### src/rtl/fp_result_queue.sv
// Result queue behind the serial FP adder: edge-detects sum_ready, classifies each sum,
// and buffers it in a show-ahead FIFO with a sticky overflow flag and saturating drop counter.
module fp_result_queue #(
  parameter int unsigned DEPTH = 4,
  parameter int unsigned CNT_W = 8
) (
  input  logic                     clock,
  input  logic                     reset,
  input  logic [31:0]              sum,
  input  logic                     sum_ready,
  input  logic                     clear_ovf,
  output logic [31:0]              out_data,
  output logic [2:0]               out_class,
  output logic                     out_sign,
  output logic                     out_valid,
  input  logic                     out_accept,
  output logic [$clog2(DEPTH):0]   count,
  output logic                     full,
  output logic                     overflow,
  output logic [CNT_W-1:0]         drop_cnt
);

  localparam int unsigned PW = $clog2(DEPTH);
  localparam int unsigned CW = PW + 1;

  typedef enum logic [2:0] {
    ClsZero   = 3'd0,
    ClsSubnrm = 3'd1,
    ClsNormal = 3'd2,
    ClsInf    = 3'd3,
    ClsQnan   = 3'd4,
    ClsSnan   = 3'd5
  } fp_class_e;

  logic [31:0]      data_mem [DEPTH];
  logic [2:0]       cls_mem  [DEPTH];
  logic [PW-1:0]    rd_ptr_q, wr_ptr_q;
  logic [CW-1:0]    count_q;
  logic             rdy_q;
  logic             overflow_q;
  logic [CNT_W-1:0] drop_q;

  logic             capture, push, pop, drop;
  fp_class_e        sum_class;
  logic [7:0]       sum_exp;
  logic [22:0]      sum_frac;

  assign sum_exp  = sum[30:23];
  assign sum_frac = sum[22:0];

  always_comb begin
    sum_class = ClsNormal;
    if (sum_exp == 8'h00) begin
      sum_class = (sum_frac == 23'd0) ? ClsZero : ClsSubnrm;
    end else if (sum_exp == 8'hFF) begin
      if (sum_frac == 23'd0)  sum_class = ClsInf;
      else if (sum_frac[22])  sum_class = ClsQnan;
      else                    sum_class = ClsSnan;
    end
  end

  // rdy_q resets high so a level already asserted at reset release is not a new result.
  assign capture   = sum_ready & ~rdy_q;
  assign out_valid = (count_q != '0);
  assign full      = (count_q == CW'(DEPTH));
  assign pop       = out_valid & out_accept;
  assign push      = capture & (~full | pop);
  assign drop      = capture & full & ~pop;

  always_ff @(posedge clock) begin
    if (reset) begin
      rdy_q      <= 1'b1;
      rd_ptr_q   <= '0;
      wr_ptr_q   <= '0;
      count_q    <= '0;
      overflow_q <= 1'b0;
      drop_q     <= '0;
    end else begin
      rdy_q <= sum_ready;
      if (push) wr_ptr_q <= wr_ptr_q + PW'(1);
      if (pop)  rd_ptr_q <= rd_ptr_q + PW'(1);
      unique case ({push, pop})
        2'b10:   count_q <= count_q + CW'(1);
        2'b01:   count_q <= count_q - CW'(1);
        default: count_q <= count_q;
      endcase
      // A clear coinciding with a drop clears the flag but still counts that drop.
      if (clear_ovf) begin
        overflow_q <= 1'b0;
        drop_q     <= drop ? CNT_W'(1) : '0;
      end else if (drop) begin
        overflow_q <= 1'b1;
        if (drop_q != '1) drop_q <= drop_q + CNT_W'(1);
      end
    end
  end

  always_ff @(posedge clock) begin
    if (push) begin
      data_mem[wr_ptr_q] <= sum;
      cls_mem[wr_ptr_q]  <= sum_class;
    end
  end

  assign out_data  = out_valid ? data_mem[rd_ptr_q] : 32'd0;
  assign out_class = out_valid ? cls_mem[rd_ptr_q] : 3'd0;
  assign out_sign  = out_data[31];
  assign count     = count_q;
  assign overflow  = overflow_q;
  assign drop_cnt  = drop_q;

endmodule

### config.mk
export PLATFORM = sky130hd
export DESIGN_NAME = fp_result_queue
export DESIGN_NICKNAME = d
export VERILOG_FILES = /design/src/rtl/fp_result_queue.sv
export SDC_FILE = /design/constraint.sdc
export NUM_CORES = 1
export LEC_CHECK = 0
export ABC_CLOCK_PERIOD_IN_PS = 2300
export CAP_MARGIN = 20
export CORE_ASPECT_RATIO = 1.75
export CORE_MARGIN = 2
export CORE_UTILIZATION = 40
export DETAILED_ROUTE_END_ITERATION = 16
export PLACE_DENSITY = 0.66
export SETUP_SLACK_MARGIN = 0.05
export SLEW_MARGIN = 20
export SYNTH_ARGS = -nofsm -noshare
export SYNTH_HDL_FRONTEND = slang
export SYNTH_SLANG_ARGS = --single-unit
### constraint.sdc
create_clock -name clock -period 2.3 [get_ports clock]
set_clock_uncertainty 0.05 [all_clocks]
set_input_delay 0.575 -clock clock [delete_from_list [all_inputs] [get_ports clock]]
set_output_delay 0.575 -clock clock [all_outputs]
set_load 0.02 [all_outputs]
# Word-level counts from Yosys, hierarchy flattened
# Memories as Yosys holds them, arrays and structs flattened. A register that Yosys moved wholly into a read port is not among the register bits.
# Cells that the tools add are included.
# op_classes
bitwise	9
add_sub_neg	5
mux	18
reduce_logical	8
n_eq_ne	5
# op_table
operator	count
$mux 32	1
$mux 8	3
$logic_not 23->1	1
$mux 3	4
$add 8x1->8 const B	1
$eq 8x8->1 const B	1
$logic_not 8->1	1
$mux 2	4
$ne 8x8->1 const B	1
$pmux 3 s2	1
$reduce_bool 2->1	3
$and 1x1->1	5
$mux 1	5
$add 2x1->2 const B	2
$add 3x1->3 const B	1
$eq 3x3->1 const B	1
$not 1->1	3
$reduce_bool 3->1	1
$sub 3x1->3 const B	1
$eq 2x1->1 const B	1
$eq 2x2->1 const B	1
$reduce_and 2->1	1
$reduce_or 2->1	1
$or 1x1->1	1
# word_totals
regBits	17
ramBits	140
n_memories	2
in_bits	37
elab_cells	53
out_inout_bits	50
# mem_list
name	depth	word_bits	read_ports	rd_clocked_by_memory_dff	write_ports	line	text
data_mem	4	32	1	1	1	35	logic [31:0] data_mem [DEPTH];
cls_mem	4	3	1	1	1	36	logic [2:0] cls_mem [DEPTH];

# Depth between registers and ports, before layout
# Gate-level depths: netlist of the first run.
# logic_depth
depth_word	6
depth_mapped	6
depth_no_buf	6

# Worst setup path before layout of the first run
# No wires, ideal clock.
# synth_path
kind	input-to-reg
start	input port out_accept
end	memory cls_mem[1][0], enable pin
arrival_time_ps	2005
stages	4
setup_time_ps	395
slack_ps	-150
t_required_ps	1855
path_buffers	1
path_cell_list	buf_6 inv_1 a31oi_1 and2_1
# synth_via
elab_chain_cells	5
# synth_lines
element	line	text
start, declared	16	input logic out_accept,
$and 1x1->1	66	assign pop = out_valid & out_accept;
$or 1x1->1	67	assign push = capture & (~full | pop);
$and 1x1->1	67	
$mux 1	99	if (push) begin
$mux 1 (implied by the code)	101	cls_mem[wr_ptr_q] <= sum_class;
end, declared	36	
# No other way between the ends.

==> summary.txt, run 1 <==
Die
  • Chip height: 171.2 um
  • I/O Pins: 87
  • Initial Utilization: 40.46%
  • Rows: 61
  • Horizontal extent of the die: 99.56 um
  • Die outline area: 17050 um2
  • Core footprint: 15800 um2

Timing
  • RSZ-0062 raised after global routing: yes
  • Final hold viol count: 0
  • Part of the cycle the worst path needs: 108.4%
  • Tightest Pin Transition: 0.3926 ns
  • Setup TNS after final layout: -5.255 ns
  • Relative slew slack: 73.59%
  • Maximum frequency from static timing analysis: 401.3 MHz
  • Fin. max-slew vios: 0
  • Worst hold margin: 0.4424 ns
  • Final setup fails: 36
  • Shortest period the worst path allows: about 2.5 ns
  • Worst setup margin: -0.1922 ns

Synth
  • Flip-flop cell with the highest count after synthesis: edfxtp_1
  • Count of flip-flops with a built-in enable after synthesis: 140
  • Number of unique standard cell types used by synthesis: between 40 and 50
  • Synth area leaders: edfxtp_1 66%, mux4_2 12%, dfxtp_1 6.0%, and2_1 3.9%, nor2_1 1.1%
  • Leading area contributor after synthesis: edfxtp_1
  • Syn. warnings: 0
  • Gate count after technology mapping: 357
  • Register area share after synthesis: 71.72%
  • Fraction of registers with async set or reset after synthesis: 0%
  • Post-synthesis instance area: 6392 um2
  • Fraction of synthesized cell area taken by the top area cell type: 65.77%
  • Post-synthesis area per instance: 17.91 um2
  • Syn_nets: 400
  • Register bit total from synthesis: 159

Clock tree
  • Clock tree from TritonCTS: built
  • Clock root buffer: clkbuf_16
  • Source-to-sink clock delay at the later pin of the worst-skew pair: 0.41 ns
  • Maximum clock path buffer count: 2
  • Post-CTS clock slew at the launch and capture registers of the worst setup and hold paths: approximately 0.06 ns
  • H-tree levels: 4
  • Hold_buf cts: 0
  • Number of buffers created by CTS: 17
  • Number of sinks on the clock net: approximately 160

Global routing
  • Largest net degree at the start of global routing: 28
  • Vias in the first global route: 4054
  • Total congestion overflow after global routing: 0
  • GRT Total Usage: 16.46%
  • First-pass GRT wire length: 20960 um
  • Antenna violations before repair: 0

Final layout
  • P&R area growth vs syn: 37.87%
  • Ant diodes: 0
  • Share of the core filled with cells in the final layout: 55.79%
  • Layout Nets: 549
  • Layout cell share with drive strength beyond 1: between 40% and 50%

Worst setup path
  • Req. time, crit path: 1.67 ns
  • CP max stage delay: 0.50 ns
  • Count of buffering cells on the critical path with inverters included: 3
  • Setup Crit Path Kind: reg2out
  • Slowest stage cell on the critical path: mux4_2
  • Kind of cell with the highest combined delay on the critical path: multiplexers
  • Maximum fanout encountered on the critical timing path: 7
  • Endpoint class of the critical path: output port
  • CP Cell Sequence: buf_12 > buf_12 > mux4_2 > and2_4 > buf_6
  • Data arrival, critical path: 1.87 ns
  • Critical Path Most Common Cell: buf_12
  • Critical Path Start Type: flip-flop

Min path
  • Class of the tightest hold or removal check: reg2reg

Run
  • Max-cap viol count: 0

Power
  • Ratio of total power to cell area: 964.5 nW/um2
  • VDD IR-drop max: 0.5138 mV
  • Leak pwr: around 0.003 uW

Place
  • Final GP Congestion: 0.8505
  • # port buffers: 86
  • Final HPWL DP: 8831 um
  • DP Worst Slack: -0.3518 ns

Routing
  • Via-per-instance ratio: 5.195
  • Count of antenna-violating nets left after detailed routing: 0
  • Total length of routed wires: 13230 um
  • Initial drt markers: around 120
  • Detailed Routing Iterations Pass 1: 4
  • Total vias in the final route: ~3700
  • Residual DRC: 0
  • Wire length per cell after detailed routing: 18.68 um

Status
  • Run status: finished with violations
  • Failing checks: negative setup slack
worst register-to-register path: stages (launching register included):
cell and delay (ns):
dfxtp_1 0.33, or3_4 0.15, buf_4 0.20, nand3_1 0.13
fa_1 0.41, or3_2 0.50, a31oi_1 0.17, a21oi_1 0.08
Yosys cell counts (2+ instances only):
library cell  count
edfxtp_1        140
and2_1           40
mux4_2           35
dfxtp_1          19
nor2_1           18
nand2_1          10
clkbuf_1          8
nor4_1            7
a21oi_1           6
inv_1             6
ha_1              5
nand3_1           5
nand4_1           5
a31oi_1           4
buf_2             4
or2_2             4
nor3_1            3
a41o_1            2
and3_2            2
buf_6             2
mux2_2            2
o21ai_0           2
o31ai_1           2
o41ai_1           2
or3_1             2
or4_1             2
xor2_1            2
power by group:
part / total (uW) / internal (uW) / leakage, uW / switching, uW
sequential: 3240 / 3200 / 0.00145 / 39.8
combinational: 2560 / 1440 / 0.00136 / 1120
clock: 2700 / 1600 / 0.000275 / 1100
total: 8500 / 6240 / 0.00308 / 2260
repair_timing:
item | 4_1_cts | 5_1_grt
setup endpoints to repair | 38 | 45
gates resized for setup | 250 | 23
setup buffers | 9 | 4
pin swaps | 28 | 0
gates cloned | 2 | 0
flip-flops by register name, indices dropped and copies added (netlist names), named ones only:
name	flops
rd_ptr_q	2
cls_mem	12
wr_ptr_q	2
data_mem	128
overflow	1
count	3
drop_cnt	8
rdy_q	1
stage by stage:
step                power, uW  cells  cell area, um2
finish                   8501    708            8813
global placement         5316    663            7904
detailed placement       5332    663            7904
global route             8836    708            8813
CTS                      8531    706            8768
floorplan                4377    357            6397
area by class of cell:
class                           count  area, um2
Sequential cell                   159       4589
Inverter                            6      22.52
Clock inverter                     14      142.6
Fill cell                        1222       6985
Tap cell                          189      236.5
Multi-Input combinational cell    176       1805
Timing Repair Buffer              146       1588
Clock buffer                       18      429.2
cell usage in the layout, fill, tap and decap left out, drive strengths merged, types with 2 or more instances in the layout:
master / Yosys / routed
ha: 5 / 5
nor2: 18 / 18
a41o: 2 / 2
nand2: 10 / 10
o21ai: 2 / 2
or2: 4 / 4
mux2: 2 / 2
bufinv: 0 / 2
and3: 2 / 2
clkinv: 0 / 8
and2: 40 / 40
o31ai: 2 / 2
xor2: 2 / 2
dfxtp: 19 / 19
buf: 8 / 96
a21oi: 6 / 6
nand3: 5 / 5
nor3: 3 / 3
or3: 3 / 3
edfxtp: 140 / 140
clkinvlp: 0 / 2
o41ai: 2 / 2
nand4: 5 / 5
nor4: 7 / 7
clkbuf: 8 / 19
inv: 6 / 8
clkdlybuf4s50: 0 / 48
a31oi: 4 / 4
or4: 2 / 2
mux4: 35 / 35
final timing paths:
| check | endpoint | startpoint | slack, ns | depth (start not counted) |
|---|---|---|---|---|
| max | out_data[24] | flip-flop | -0.19 | 5 |
| min | overflow$_SDFFE_PP0P_ | overflow$_SDFFE_PP0P_ | 0.44 | 2 |
| max reg2reg | count[2]$_SDFFE_PP0P_ | count[1]$_SDFFE_PP0P_ | 0.16 | 7 |
| min reg2reg | overflow$_SDFFE_PP0P_ | overflow$_SDFFE_PP0P_ | 0.44 | 2 |
metal layers:
metal	vias up	wire, um	track usage, %
met2	87	7535	30.61
met3	11	481	3.982
met5	-	0	0
met1	1865	5052	17.90
met4	0	159	6.135
li1	1715	-	-
kinds of logic after synthesis:
family / after synthesis / share of synthesized area [%]
AO/OA/AOI/OAI: 25 / 2.819
flip-flops: 159 / 71.72
AND/OR/NAND/NOR: 104 / 9.258
multiplexers: 38 / 12.84
XOR/XNOR: 3 / 0.4111
adder cells (fa/ha/maj): 6 / 1.292
buffers and inverters: 22 / 1.664
Note: power is estimated with default switching activity, not from simulation.
==> inputs of run 2 (changes only) <==
Settings changed: SETUP_SLACK_MARGIN 0.05 to 0.5.
==> summary.txt, run 2 (synthesis results as in run 1) <==
Global routing
  • First-pass GRT wire length: between 20000 and 25000 um
  • Antenna violations before repair: 0
  • Vias in the first global route: 4082
  • Total congestion overflow after global routing: 0
  • GRT Total Usage: 17.21%
  • Largest net degree at the start of global routing: 24

Worst setup path
  • Critical Path Most Common Cell: buf_12
  • Worst flop-to-flop path startpoint: count[0]$_SDFFE_PP0P_
  • Critical Path Start Type: flip-flop
  • Slowest stage cell on the critical path: mux4_2
  • Setup Crit Path Kind: reg2out
  • Endpoint class of the critical path: output port
  • End of the critical path: out_data[3]
  • FF-to-FF setup slack: approximately 0.34 ns
  • CP Cell Sequence: buf_12 > buf_12 > buf_16 > mux4_2 > and2_4 > buf_6
  • CP max stage delay: 0.50 ns
  • Maximum fanout encountered on the critical timing path: 7
  • Worst flop-to-flop path endpoint: count[2]$_SDFFE_PP0P_
  • Data arrival, critical path: 1.93 ns
  • Req. time, crit path: 1.67 ns
  • Worst reg2reg path depth: 8

Clock tree
  • Clock tree from TritonCTS: built
  • Number of sinks on the clock net: ~160
  • H-tree levels: 4
  • Clock root buffer: clkbuf_16
  • Maximum clock path buffer count: 2
  • Number of buffers created by CTS: 17
  • Source-to-sink clock delay at the later pin of the worst-skew pair: 0.42 ns
  • Post-CTS clock slew at the launch and capture registers of the worst setup and hold paths: 0.06 ns

Die
  • Chip height: 171.2 um
  • Initial Utilization: between 40% and 50%
  • Rows: 61
  • Die outline area: ~17000 um2
  • Horizontal extent of the die: ~100 um
  • Core footprint: around 16000 um2
  • I/O Pins: 87

Place
  • DP Worst Slack: -0.2430 ns
  • Final GP Congestion: 0.8349
  • # port buffers: 86
  • Final HPWL DP: approximately 9000 um

Timing
  • Relative slew slack: about three quarters
  • Part of the cycle the worst path needs: 110.9%
  • RSZ-0062 raised after global routing: yes
  • Maximum frequency from static timing analysis: 392.0 MHz
  • Tightest Pin Transition: 0.3647 ns
  • Final setup fails: 36
  • Worst setup margin: -0.2508 ns
  • Worst hold margin: 0.4275 ns
  • Shortest period the worst path allows: 2.551 ns
  • Final hold viol count: 0
  • Fin. max-slew vios: 0

Final layout
  • Register name with the most flops: data_mem
  • Ant diodes: 0
  • Share of the core filled with cells in the final layout: 56.78%
  • P&R area growth vs syn: 40.34%
  • Layout cell share with drive strength beyond 1: 48.59%
  • Top library cells by usage in the layout, fill and taps aside: 140 x edfxtp_1, 55 x buf_4, 37 x and2_4, 35 x mux4_2, 29 x buf_6
  • Number of filler instances in the final layout: 1220
  • Layout Nets: around 560
  • Most frequent standard cell in the layout excluding fill and tap cells: edfxtp_1
  • Max reg flops: between 100 and 150

Routing
  • Via-per-instance ratio: 5.204
  • Initial drt markers: 146
  • Total vias in the final route: around 3700
  • Total length of routed wires: ~14000 um
  • Count of antenna-violating nets left after detailed routing: 0
  • Detailed Routing Iterations Pass 1: 4
  • Residual DRC: 0
  • Wire length per cell after detailed routing: 19.22 um

Status
  • Failing checks: negative setup slack
  • Run status: finished with violations

Run
  • Max-cap viol count: 0

Power
  • Leak pwr: 0.003275 uW
  • VDD IR-drop max: between 0.4 and 0.5 mV
  • Ratio of total power to cell area: between 900 and 1000 nW/um2

Min path
  • Class of the tightest hold or removal check: in2reg
[run 2: cell types whose count changed in the layout (fill, tap and decap cells not counted), sizes merged]
cell / change
dlygate4sd2: +13
clkbuf: +3
clkinv: -3
inv: +4
buf: +18
clkdlybuf4s15: +4
bufinv: -1
clkdlybuf4s50: -32
dlymetal6s2s: +6
[run 2: how the worst min path moves through the flow]
stage | start | end | cells after the start
finish | sum[21] | data_mem[2][21]$_DFFE_PP_ | 1
global route | sum[20] | data_mem[2][20]$_DFFE_PP_ | 1
CTS | overflow$_SDFFE_PP0P_ | overflow$_SDFFE_PP0P_ | 2
detailed placement | overflow$_SDFFE_PP0P_ | overflow$_SDFFE_PP0P_ | 2
global placement | overflow$_SDFFE_PP0P_ | overflow$_SDFFE_PP0P_ | 2
floorplan | rd_ptr_q[1]$_SDFFE_PP0P_ | flip-flop | 2
[run 2: critical path, delay by kind of cell (launching register included)]
| kind | cells | cell delay, ns |
|---|---|---|
| buffers and inverters | 4 | 0.46 |
| multiplexers | 1 | 0.50 |
| AND/OR/NAND/NOR | 1 | 0.16 |
| flip-flops | 1 | 0.38 |
[run 2: area by class of cell]
class / instances / area, um2 / share of cell area, %
clock buffers: 17 / 425.4 / 4.742
clock inverters: 14 / 128.9 / 1.437
inverters: 6 / 22.52 / 0.2510
multi-input cells: 176 / 1922 / 21.42
flip-flops and latches: 159 / 4598 / 51.26
well taps: 189 / 236.5 / 2.636
repair buffers: 159 / 1638 / 18.26
[run 2: what timing repair did]
item                                   CTS  global route
setup buffers                           12             3
setup endpoints to repair              210            88
endpoints found under the hold margin    0             0
cloned                                   3             0
pin swaps                               18            12
gates resized for setup                270            38
hold buffers                             0             0
[run 2: layer usage]
metal / up-vias / wire, um / GRT usage [%]
met4: 0 / 144 / 5.360
met3: 9 / 410 / 3.779
met1: 1929 / 5277 / 18.74
met2: 73 / 8002 / 32.78
li1: 1736 / - / -
met5: - / 0 / 0
[run 2: report_power, final]
part           switching [uW]  leakage (uW)  internal (uW)
Clock                    1130      0.000269           1500
Combinational            1150       0.00156           1430
Sequential               36.2       0.00145           3200
Total                    2320       0.00328           6140
[run 2: metrics by stage]
step	instances	cell area, um2	TNS (ns)	power [uW]
finish	720	8971	-6.314	8452
global placement	671	8084	-22.40	5531
floorplan	357	6600	0	4674
CTS	717	8865	-6.695	8421
detailed placement	671	8084	-23.68	5539
global route	720	8971	-8.493	8805
==> inputs of run 3 (changes only) <==
Settings changed: CORE_ASPECT_RATIO 1.75 to 0.75, TNS_END_PERCENT from default to 30.
==> summary.txt, run 3 (synthesis results as in run 1) <==
Clock tree
  • Clock tree from TritonCTS: built
  • Number of buffers created by CTS: 17
  • Post-CTS clock slew at the launch and capture registers of the worst setup and hold paths: about 0.06 ns
  • H-tree levels: 4
  • Source-to-sink clock delay at the later pin of the worst-skew pair: 0.41 ns
  • Maximum clock path buffer count: 2
  • Number of sinks on the clock net: 159
  • Clock root buffer: clkbuf_16

Die
  • Horizontal extent of the die: 150.0 um
  • Core footprint: 15420 um2
  • Initial Utilization: 41.46%
  • I/O Pins: 87
  • Rows: 39
  • Die outline area: about 17000 um2
  • Chip height: 113.5 um

Worst setup path
  • Req. time, crit path: 1.67 ns
  • CP max stage delay: about 0.5 ns
  • Slowest stage cell on the critical path: mux4_2
  • Setup Crit Path Kind: reg2out
  • Data arrival, critical path: 1.88 ns
  • Critical Path Start Type: flip-flop
  • FF-to-FF setup slack: 0.35 ns
  • Endpoint class of the critical path: output port
  • Kind of cell with the highest combined delay on the critical path: multiplexers
  • CP Cell Sequence: buf_12 > buf_16 > mux4_2 > and2_4 > buf_6
  • Maximum fanout encountered on the critical timing path: 7
  • Count of buffering cells on the critical path with inverters included: 3
  • Worst flop-to-flop path startpoint: count[1]$_SDFFE_PP0P_

Final layout
  • Ant diodes: 0
  • P&R area growth vs syn: 38.76%
  • Max reg flops: 128
  • Layout cell share with drive strength beyond 1: 47.06%
  • Layout Nets: 540
  • Top library cells by usage in the layout, fill and taps aside: 140 x edfxtp_1, 40 x and2_4, 40 x buf_6, 35 x mux4_2, 35 x buf_4
  • Cell area after layout: 8870 um2
  • Most frequent standard cell in the layout excluding fill and tap cells: edfxtp_1
  • Register name with the most flops: data_mem

Power
  • Fraction of power spent switching nets: 26.65%
  • Cell internal power dissipation: roughly 6300 uW
  • VDD IR-drop max: between 0.6 and 0.7 mV
  • Combinational share of power: 29.5%
  • Leak pwr: 0.003170 uW
  • Clock Power Share: 32.8%
  • Ratio of total power to cell area: between 900 and 1000 nW/um2
  • Relative contribution of sequential cells to total power: between 30% and 40%
  • Switching Power: about 2300 uW

Routing
  • Via-per-instance ratio: 5.201
  • Total vias in the final route: 3719
  • Initial drt markers: 220
  • Wire length per cell after detailed routing: 19.42 um
  • Detailed Routing Iterations Pass 1: 7
  • Residual DRC: 0
  • Count of antenna-violating nets left after detailed routing: 0
  • Total length of routed wires: 13890 um

Timing
  • Tightest Pin Transition: 0.3783 ns
  • Setup TNS after final layout: -4.753 ns
  • Part of the cycle the worst path needs: 108.9%
  • Final hold viol count: 0
  • Final setup fails: 36
  • Shortest period the worst path allows: around 2.5 ns
  • Worst setup margin: -0.2050 ns
  • Relative slew slack: ~75%
  • RSZ-0062 raised after global routing: yes
  • Fin. max-slew vios: 0
  • Maximum frequency from static timing analysis: about 400 MHz

Global routing
  • GRT Total Usage: 17.35%
  • Vias in the first global route: 3895
  • Largest net degree at the start of global routing: 25
  • First-pass GRT wire length: 21850 um
  • Total congestion overflow after global routing: 0
  • Antenna violations before repair: 0

Place
  • # port buffers: 86
  • Final HPWL DP: 9133 um
  • Area after detailed placement: 7976 um2
  • Final GP Congestion: about 0.7

Status
  • Failing checks: negative setup slack
  • Run status: finished with violations

Min path
  • Min-Delay Startpoint: sum[19]
  • Class of the tightest hold or removal check: in2reg

Run
  • Max-cap viol count: 0
run 3: cell count changes in the layout (fill, tap and decap cells not counted), sizes merged:
cell	previous run	this run
buf	114	90
dlygate4sd2	14	10
clkdlybuf4s50	16	19
bufinv	1	3
clkbuf	22	24
dlymetal6s2s	6	8
inv	12	10
run 3: final cells by class:
| class | instances | area [um2] |
|---|---|---|
| timing repair buffer | 137 | 1459 |
| clock buffer | 18 | 429.2 |
| sequential | 159 | 4594 |
| tap | 205 | 256.5 |
| fill | 1208 | 6550 |
| clock inverter | 14 | 163.9 |
| multi-input combinational | 176 | 1944 |
| inverter | 6 | 22.52 |
run 3: worst register-to-register path, cell delays in order, from the launching register on:
cell	delay, ns
dfxtp_2	0.33
or3_4	0.15
buf_12	0.19
nand3_4	0.10
fa_2	0.37
or3_4	0.39
a31oi_1	0.18
a21oi_1	0.08
run 3: repair_timing:
action	CTS	global route
pin swaps	45	16
gates cloned	2	0
gates resized for setup	303	37
hold buffers	0	0
endpoints found under the setup margin	207	66
setup buffers	1	0
run 3: path summary, 6_finish.rpt:
kind                                     to  cells after the start
setup reg to reg      count[2]$_SDFFE_PP0P_                      7
setup / recovery               out_data[14]                      5
hold / removal    data_mem[1][19]$_DFFE_PP_                      1
hold reg to reg       overflow$_SDFFE_PP0P_                      2
run 3: stage by stage:
| step | setup slack (ns) | hold WS [ns] | cells | util [%] | total power, uW |
|---|---|---|---|---|---|
| finish | -0.2050 | 0.4378 | 715 | 57.52 | 8612 |
| global route | -0.2723 | 0.4434 | 715 | 57.52 | 8967 |
| CTS | -0.2364 | 0.4625 | 715 | 57.18 | 8674 |
| detailed placement | -0.1723 | 0.4565 | 680 | 51.73 | 5440 |
| global placement | -0.1348 | 0.4289 | 680 | 51.73 | 5427 |
| floorplan | 0.3528 | 0.4347 | 357 | - | 4509 |
run 3: routing by layer:
layer | routed length [um] | vias up | share of wire [%] | global-route usage [%]
met3 | 810 | 4 | 5.8 | 4.120
met4 | 85 | 0 | 0.61 | 4.717
met5 | 0 | - | 0 | 0
met2 | 6938 | 118 | 50 | 27.79
met1 | 6052 | 1893 | 44 | 24.06
li1 | - | 1704 | - | -
run 3: power groups by stage:
stage | sequential [uW] | clock, uW | combinational [uW]
after floorplan | 3300 | 0 | 1200
after global placement | 3290 | 0 | 2140
after detailed placement | 3290 | 0 | 2150
after CTS | 3250 | 2880 | 2540
after global routing | 3250 | 3010 | 2700
final | 3250 | 2830 | 2540
